--- src/rtl/lsu_pkg.sv ---
// Shared types and constants for the load/store unit: size encodings, FSM states
// and byte-lane helpers.
package lsu_pkg;

  localparam int unsigned LANE_W  = 8;
  localparam int unsigned HALF_W  = 16;
  localparam int unsigned SHIFT_W = 5;

  localparam logic [1:0] SZ_BYTE    = 2'b00;
  localparam logic [1:0] SZ_HALF    = 2'b01;
  localparam logic [1:0] SZ_WORD    = 2'b10;
  localparam logic [1:0] SZ_ILLEGAL = 2'b11;

  localparam logic [LANE_W-1:0] LANE_MASK = 8'hFF;
  localparam logic [HALF_W-1:0] HALF_MASK = 16'hFFFF;

  typedef enum logic [2:0] {
    IDLE,
    LOAD,
    LOAD_CAP,
    ST_WORD,
    RMW_READ,
    RMW_MERGE,
    FAULT
  } lsu_state_e;

  // Bit offset of a byte lane inside the little-endian word
  function automatic logic [SHIFT_W-1:0] laneShift(input logic [1:0] lane);
    return {lane, 3'b000};
  endfunction

  // Lowest lane of the halfword containing the given byte address
  function automatic logic [1:0] halfBaseLane(input logic [1:0] addrLow);
    return {addrLow[1], 1'b0};
  endfunction

endpackage

--- src/rtl/lsu_if.sv ---
// Request/response handshake plus the word-addressed memory port of the load/store unit.
interface lsu_if #(
  parameter int unsigned ADDR_W = 32,
  parameter int unsigned DATA_W = 32
);
  logic              ReqValid;
  logic              ReqReady;
  logic              ReqWrite;
  logic [1:0]        ReqSize;
  logic              ReqUnsigned;
  logic [ADDR_W-1:0] ReqAddr;
  logic [DATA_W-1:0] ReqWData;

  logic              RespValid;
  logic [DATA_W-1:0] RespRData;
  logic              RespFault;

  logic [31:0]       MemAddress;
  logic              MemWrite;
  logic              MemRead;
  logic [DATA_W-1:0] MemWriteData;
  logic [DATA_W-1:0] MemReadData;

  // Environment side: the MEM stage issuing requests and the data memory answering reads
  modport master (
    output ReqValid, ReqWrite, ReqSize, ReqUnsigned, ReqAddr, ReqWData, MemReadData,
    input  ReqReady, RespValid, RespRData, RespFault,
           MemAddress, MemWrite, MemRead, MemWriteData
  );

  modport slave (
    input  ReqValid, ReqWrite, ReqSize, ReqUnsigned, ReqAddr, ReqWData, MemReadData,
    output ReqReady, RespValid, RespRData, RespFault,
           MemAddress, MemWrite, MemRead, MemWriteData
  );
endinterface

--- src/rtl/lsu_lane_align.sv ---
// Combinational lane steering: extracts and extends load data, and merges sub-word
// store data into the old memory word.
module lsu_lane_align
  import lsu_pkg::*;
#(
  parameter int unsigned DATA_W = 32
) (
  input  logic [1:0]        addrLow,
  input  logic [1:0]        size,
  input  logic              isUnsigned,
  input  logic [DATA_W-1:0] oldWord,
  input  logic [DATA_W-1:0] newData,
  output logic [DATA_W-1:0] loadData,
  output logic [DATA_W-1:0] mergedWord
);

  logic [SHIFT_W-1:0] byteShift;
  logic [SHIFT_W-1:0] halfShift;
  logic [LANE_W-1:0]  byteVal;
  logic [HALF_W-1:0]  halfVal;
  logic [DATA_W-1:0]  byteMask;
  logic [DATA_W-1:0]  halfMask;

  always_comb begin
    byteShift  = laneShift(addrLow);
    halfShift  = laneShift(halfBaseLane(addrLow));
    byteVal    = LANE_W'(oldWord >> byteShift);
    halfVal    = HALF_W'(oldWord >> halfShift);
    byteMask   = DATA_W'(LANE_MASK) << byteShift;
    halfMask   = DATA_W'(HALF_MASK) << halfShift;
    loadData   = '0;
    mergedWord = oldWord;
    case (size)
      SZ_BYTE: begin
        loadData   = {{(DATA_W-LANE_W){byteVal[LANE_W-1] & ~isUnsigned}}, byteVal};
        mergedWord = (oldWord & ~byteMask)
                   | ((DATA_W'(newData[LANE_W-1:0]) << byteShift) & byteMask);
      end
      SZ_HALF: begin
        loadData   = {{(DATA_W-HALF_W){halfVal[HALF_W-1] & ~isUnsigned}}, halfVal};
        mergedWord = (oldWord & ~halfMask)
                   | ((DATA_W'(newData[HALF_W-1:0]) << halfShift) & halfMask);
      end
      SZ_WORD: begin
        loadData   = oldWord;
        mergedWord = newData;
      end
      default: begin
        loadData   = '0;
        mergedWord = oldWord;
      end
    endcase
  end

endmodule

--- src/rtl/load_store_unit.sv ---
// Byte-addressed load/store front end for a word-addressed data memory: alignment and
// range checks, read-modify-write for sub-word stores, extended load data.
module load_store_unit
  import lsu_pkg::*;
#(
  parameter int unsigned ADDR_W    = 32,
  parameter int unsigned DATA_W    = 32,
  parameter int unsigned MEM_DEPTH = 64
) (
  input logic    clock,
  input logic    reset_n,
  lsu_if.slave   bus
);

  lsu_state_e        state;
  logic [ADDR_W-1:0] addrQ;
  logic [1:0]        sizeQ;
  logic              unsignedQ;
  logic [DATA_W-1:0] wdataQ;
  logic              respValidQ;
  logic              respFaultQ;
  logic [DATA_W-1:0] respRDataQ;

  logic              reqFault;
  logic              memRead;
  logic              memWrite;
  logic [DATA_W-1:0] loadData;
  logic [DATA_W-1:0] mergedWord;

  // Fault classification of the request currently presented
  always_comb begin
    reqFault = 1'b0;
    case (bus.ReqSize)
      SZ_BYTE: reqFault = 1'b0;
      SZ_HALF: reqFault = bus.ReqAddr[0];
      SZ_WORD: reqFault = |bus.ReqAddr[1:0];
      default: reqFault = 1'b1;
    endcase
    if (32'(bus.ReqAddr[ADDR_W-1:2]) >= 32'(MEM_DEPTH)) begin
      reqFault = 1'b1;
    end
  end

  lsu_lane_align #(
    .DATA_W(DATA_W)
  ) u_align (
    .addrLow   (addrQ[1:0]),
    .size      (sizeQ),
    .isUnsigned(unsignedQ),
    .oldWord   (bus.MemReadData),
    .newData   (wdataQ),
    .loadData  (loadData),
    .mergedWord(mergedWord)
  );

  // FSM, latched request fields and response registers
  always_ff @(posedge clock or negedge reset_n) begin
    if (!reset_n) begin
      state      <= IDLE;
      addrQ      <= '0;
      sizeQ      <= SZ_BYTE;
      unsignedQ  <= 1'b0;
      wdataQ     <= '0;
      respValidQ <= 1'b0;
      respFaultQ <= 1'b0;
      respRDataQ <= '0;
    end else begin
      respValidQ <= 1'b0;
      respFaultQ <= 1'b0;
      respRDataQ <= '0;
      case (state)
        IDLE: begin
          if (bus.ReqValid) begin
            addrQ     <= bus.ReqAddr;
            sizeQ     <= bus.ReqSize;
            unsignedQ <= bus.ReqUnsigned;
            wdataQ    <= bus.ReqWData;
            if (reqFault)               state <= FAULT;
            else if (!bus.ReqWrite)     state <= LOAD;
            else if (bus.ReqSize == SZ_WORD) state <= ST_WORD;
            else                        state <= RMW_READ;
          end
        end
        LOAD:     state <= LOAD_CAP;
        LOAD_CAP: begin
          respValidQ <= 1'b1;
          respRDataQ <= loadData;
          state      <= IDLE;
        end
        ST_WORD: begin
          respValidQ <= 1'b1;
          state      <= IDLE;
        end
        RMW_READ: state <= RMW_MERGE;
        RMW_MERGE: begin
          respValidQ <= 1'b1;
          state      <= IDLE;
        end
        FAULT: begin
          respValidQ <= 1'b1;
          respFaultQ <= 1'b1;
          state      <= IDLE;
        end
        default: state <= IDLE;
      endcase
    end
  end

  // Memory strobes decode straight from state so reset drops them immediately
  assign memRead  = (state == LOAD) || (state == RMW_READ);
  assign memWrite = (state == ST_WORD) || (state == RMW_MERGE);

  assign bus.ReqReady     = (state == IDLE);
  assign bus.RespValid    = respValidQ;
  assign bus.RespFault    = respFaultQ;
  assign bus.RespRData    = respRDataQ;
  assign bus.MemRead      = memRead;
  assign bus.MemWrite     = memWrite;
  assign bus.MemAddress   = 32'({2'b00, addrQ[ADDR_W-1:2]});
  assign bus.MemWriteData = memWrite ? mergedWord : '0;

endmodule
--- src/flat_wrapper.sv ---
// flat-port wrapper written by rule: the top's interface ports become plain ports
module load_store_unit_flat import lsu_pkg::*;
#(
  parameter int unsigned ADDR_W    = 32,
  parameter int unsigned DATA_W    = 32,
  parameter int unsigned MEM_DEPTH = 64
)
  (clock, reset_n, bus_ReqValid, bus_ReqWrite, bus_ReqSize, bus_ReqUnsigned, bus_ReqAddr, bus_ReqWData, bus_MemReadData, bus_ReqReady, bus_RespValid, bus_RespRData, bus_RespFault, bus_MemAddress, bus_MemWrite, bus_MemRead, bus_MemWriteData);
  lsu_if #(.ADDR_W(ADDR_W), .DATA_W(DATA_W)) bus_i ();
  input logic clock;
  input logic reset_n;
  input wire logic [$bits(bus_i.ReqValid)-1:0] bus_ReqValid;
  input wire logic [$bits(bus_i.ReqWrite)-1:0] bus_ReqWrite;
  input wire logic [$bits(bus_i.ReqSize)-1:0] bus_ReqSize;
  input wire logic [$bits(bus_i.ReqUnsigned)-1:0] bus_ReqUnsigned;
  input wire logic [$bits(bus_i.ReqAddr)-1:0] bus_ReqAddr;
  input wire logic [$bits(bus_i.ReqWData)-1:0] bus_ReqWData;
  input wire logic [$bits(bus_i.MemReadData)-1:0] bus_MemReadData;
  output wire logic [$bits(bus_i.ReqReady)-1:0] bus_ReqReady;
  output wire logic [$bits(bus_i.RespValid)-1:0] bus_RespValid;
  output wire logic [$bits(bus_i.RespRData)-1:0] bus_RespRData;
  output wire logic [$bits(bus_i.RespFault)-1:0] bus_RespFault;
  output wire logic [$bits(bus_i.MemAddress)-1:0] bus_MemAddress;
  output wire logic [$bits(bus_i.MemWrite)-1:0] bus_MemWrite;
  output wire logic [$bits(bus_i.MemRead)-1:0] bus_MemRead;
  output wire logic [$bits(bus_i.MemWriteData)-1:0] bus_MemWriteData;
  assign bus_i.ReqValid = bus_ReqValid;
  assign bus_i.ReqWrite = bus_ReqWrite;
  assign bus_i.ReqSize = bus_ReqSize;
  assign bus_i.ReqUnsigned = bus_ReqUnsigned;
  assign bus_i.ReqAddr = bus_ReqAddr;
  assign bus_i.ReqWData = bus_ReqWData;
  assign bus_i.MemReadData = bus_MemReadData;
  assign bus_ReqReady = bus_i.ReqReady;
  assign bus_RespValid = bus_i.RespValid;
  assign bus_RespRData = bus_i.RespRData;
  assign bus_RespFault = bus_i.RespFault;
  assign bus_MemAddress = bus_i.MemAddress;
  assign bus_MemWrite = bus_i.MemWrite;
  assign bus_MemRead = bus_i.MemRead;
  assign bus_MemWriteData = bus_i.MemWriteData;
  load_store_unit #(.ADDR_W(ADDR_W), .DATA_W(DATA_W), .MEM_DEPTH(MEM_DEPTH)) u_core (.clock(clock), .reset_n(reset_n), .bus(bus_i));
endmodule
--- config.mk ---
export PLATFORM = sky130hd
export DESIGN_NAME = load_store_unit_flat
export DESIGN_NICKNAME = d
export VERILOG_FILES = /design/src/rtl/lsu_pkg.sv /design/src/rtl/lsu_if.sv /design/src/rtl/lsu_lane_align.sv /design/src/rtl/load_store_unit.sv /design/src/flat_wrapper.sv
export SDC_FILE = /design/constraint.sdc
export NUM_CORES = 1
export LEC_CHECK = 0
export ABC_CLOCK_PERIOD_IN_PS = 3210
export CAP_MARGIN = 20
export CORE_UTILIZATION = 25
export CTS_BUF_LIST = sky130_fd_sc_hd__clkbuf_2 sky130_fd_sc_hd__clkbuf_4 sky130_fd_sc_hd__clkbuf_8
export CTS_CLUSTER_DIAMETER = 120
export DETAILED_ROUTE_END_ITERATION = 8
export PLACE_DENSITY = 0.59
export SKIP_LAST_GASP = 1
export SYNTH_ARGS = -nofsm -noshare
export SYNTH_HDL_FRONTEND = slang
export SYNTH_SLANG_ARGS = --single-unit
--- constraint.sdc ---
create_clock -name clock -period 3.21 [get_ports clock]
set_input_delay 0.642 -clock clock [delete_from_list [all_inputs] [get_ports clock]]
set_output_delay 0.642 -clock clock [all_outputs]
set_load 0.01 [all_outputs]
==> flow_summary.toml <==
[finish]
register_area_um2 = 2610
fin_util = 0.369
drive_gt1_frac = 0.226
multiInputGateArea_um2 = 2370
syn2layout_area_growth_pct = 44.3
nets = 755
final_area_um2 = 7790
n_fill_cell = 2146

[timing]
fin_crit_sh = 0.958
finalHoldViolations = 0
rsz0062_at_grt = "false"
skew_ps = 14.1
min_period_ps = 3080
tightest_slew_ps = 622
setup_slack_ps = 134
slew_headroom = 0.584
holdWs_ps = 298
slew_violations = 0
fmax_mhz = 325
setup_viol = 0
tns_ps = 0

[clock_tree]
clkTransAtPathRegs_ps = 90
cts_root_buffer = "clkbuf_8"
cts_setup_buffers = 0
cts_tree = "built"
insertion_delay_ps = 390
cts_buffers = 9
cts_buffer_depth = 2
htree_num_levels = 3
clock_sinks = 104

[worst_setup_path]
worstPathRequired_ps = 2570
crit_arrival_ps = 2430
path_class = "flip-flop to primary output"
crit_fanout = 17
r2r_cells = 7
cp-end-kind = "primary output"
rr_endpoint = "u_core.bus.RespRData[21]"
r2r_setup_slack_ps = 1030
cp-start-kind = "flip-flop"
r2r-start = "u_core.sizeQ[0]"

[status]
status = "finished clean"

[floorplan]
fp.dieW_um = 149
die_y_um = 149
ios = 204
coreArea_um2 = 21100
initial_core_util = 0.256
die_area_um2 = 22200
rows = 53

[yosys]
synth_top_area_share = 0.482
synthArstFlopShare = 1.00
synth.distinct_cells = 50
yosys-top-cells-count = "dfrtp_1, mux2_2, a21oi_1"
yosysWarningCount = 0
syn_area_um2 = 5400
ys_seq_area_frac = 0.482
synth_edf_count = 0
yosysTopAreaCell = "dfrtp_1"
synth_ff_type = "dfrtp_1"
avgSynthCellArea_um2 = 11.3
postSynthCellCount = 480
synth_most_common_cell = "dfrtp_1"
synth.area.top_cells = "dfrtp_1, mux2_2, buf_4, a22oi_1, a21oi_1"
ys_seq_elements = 104

[detailed_routing]
firstDrtPassIters = 7
drc_errors = 0
drt_first_iter_violations = 303
viasPerCell = 4.82
ant_nets = 0
wirelength_mm = 18.0
vias = 4490
wl_per_cell_um = 19.3

[placement]
place.gp.congestion = 0.838
post-place-ws_ps = 243
dpl_cell_area_um2 = 7540
dpl.hpwl_mm = 13.4
io_buffers = 201

[global_route]
grt_pass1_wl_mm = 27.4
antenna_found_initial = 3
grt.total_usage = 0.165
grt_pass1_vias = 4570
grt_overflow = 0
grt_max_degree = 105

[power]
power_density_nw_per_um2 = 890
vdd_ir_drop_max_mv = 0.395
power.leakage_nw = 3.17

[flow_run]
maxCapViolCount = 0

[min_path]
hp-class = "input pin to async pin"
==> state kept, by name, summed over array words and instances (netlist names) <==
| register | flops |
|---|---|
| u_core.addrQ | 32 |
| u_core.bus.RespRData | 32 |
| u_core.wdataQ | 32 |
| u_core.state | 3 |
| u_core.sizeQ | 2 |
| u_core.bus.RespFault | 1 |
| u_core.bus.RespValid | 1 |
| u_core.unsignedQ | 1 |
==> per-layer routing <==
layer / routed length, um / global-route usage / share of wire
met4: 367 / 0.0490 / 0.020
met2: 8330 / 0.265 / 0.46
met5: 24 / 0 / 0.0013
met1: 7400 / 0.205 / 0.41
met3: 1840 / 0.0624 / 0.10
==> worst max-delay path, stage by stage, from the launching register on <==
cell and delay (ps):
dfrtp_2 540, nor2_1 330, a21o_4 270, nand3_1 110, a21oi_1 230, clkdlybuf4s50_1 570
==> cell type report <==
cell class	count	area share
timing repair buffer	226	0.287
sequential	104	0.335
multi-input combinational	306	0.304
clock inverter	6	0.0109
clock buffer	9	0.0159
antenna	1	0.000321
tap	275	0.0442
inverter	5	0.00241
==> cell usage in the layout (no fill, tap or decap), types with 2 or more instances in the layout <==
master           Yosys  routed
mux2_2              85      85
and2_1               3       2
o21ai_0             12      12
a221oi_1             2       2
mux2i_1              4       4
a21o_1              17      16
nand2_1             28      28
dfrtp_1            104     100
clkbuf_8             0       9
bufinv_16            0       2
a22oi_1             29      29
nor3_2               2       2
a31oi_1              3       3
buf_4               34      22
buf_12               0       3
nor2_1              14      14
nor2b_1              3       2
a21oi_1             42      41
o21ai_1              2       2
xnor2_1              2       2
a22o_1               7       7
inv_1                4       4
nor4_1               6       6
nor2_2               3       3
a222oi_1             7       7
dfrtp_2              0       4
clkinv_2             0       2
nand2b_1             4       4
clkdlybuf4s50_1      0     200
clkinvlp_4           0       2
conb_1               1       2
nand3_1              9       9
==> worst max-delay path by stage <==
stage | endpoint | startpoint | cells after the start
after detailed placement | bus_MemWriteData[31] | bus_MemReadData[31] | 6
final | bus_MemWriteData[3] | u_core.sizeQ[1] | 5
after floorplan | bus_MemWriteData[15] | u_core.sizeQ[0] | 6
after global placement | bus_MemWriteData[31] | bus_MemReadData[31] | 6
after global routing | bus_MemWriteData[1] | u_core.sizeQ[1] | 5
after CTS | bus_MemWriteData[29] | u_core.addrQ[1] | 5
==> power breakdown <==
group	switching [W]	total, W	internal, W
sequential	0.000512	0.00236	0.00185
clock	0.000484	0.000917	0.000433
combinational	0.00165	0.00366	0.00201
==> what timing repair did <==
action,4_1_cts,5_1_grt
resized for setup,3,7
hold buffers,0,0
pin swaps,0,0
setup endpoints to repair,13,18
gates cloned,0,0
==> cells by family after synthesis <==
kind of cell	synth area share
AO/OA/AOI/OAI	0.167
flip-flops	0.482
multiplexers	0.189
AND/OR/NAND/NOR	0.0723
buffers and inverters	0.0841
XOR/XNOR	0.00487
other	0.000694
==> through the flow <==
stage,power (W),instances
floorplan,0.00464,481
global placement,0.00598,915
detailed placement,0.00601,915
CTS,0.00696,930
global route,0.00738,931
finish,0.00694,932
No activity file was read; power rests on OpenSTA's default activity.
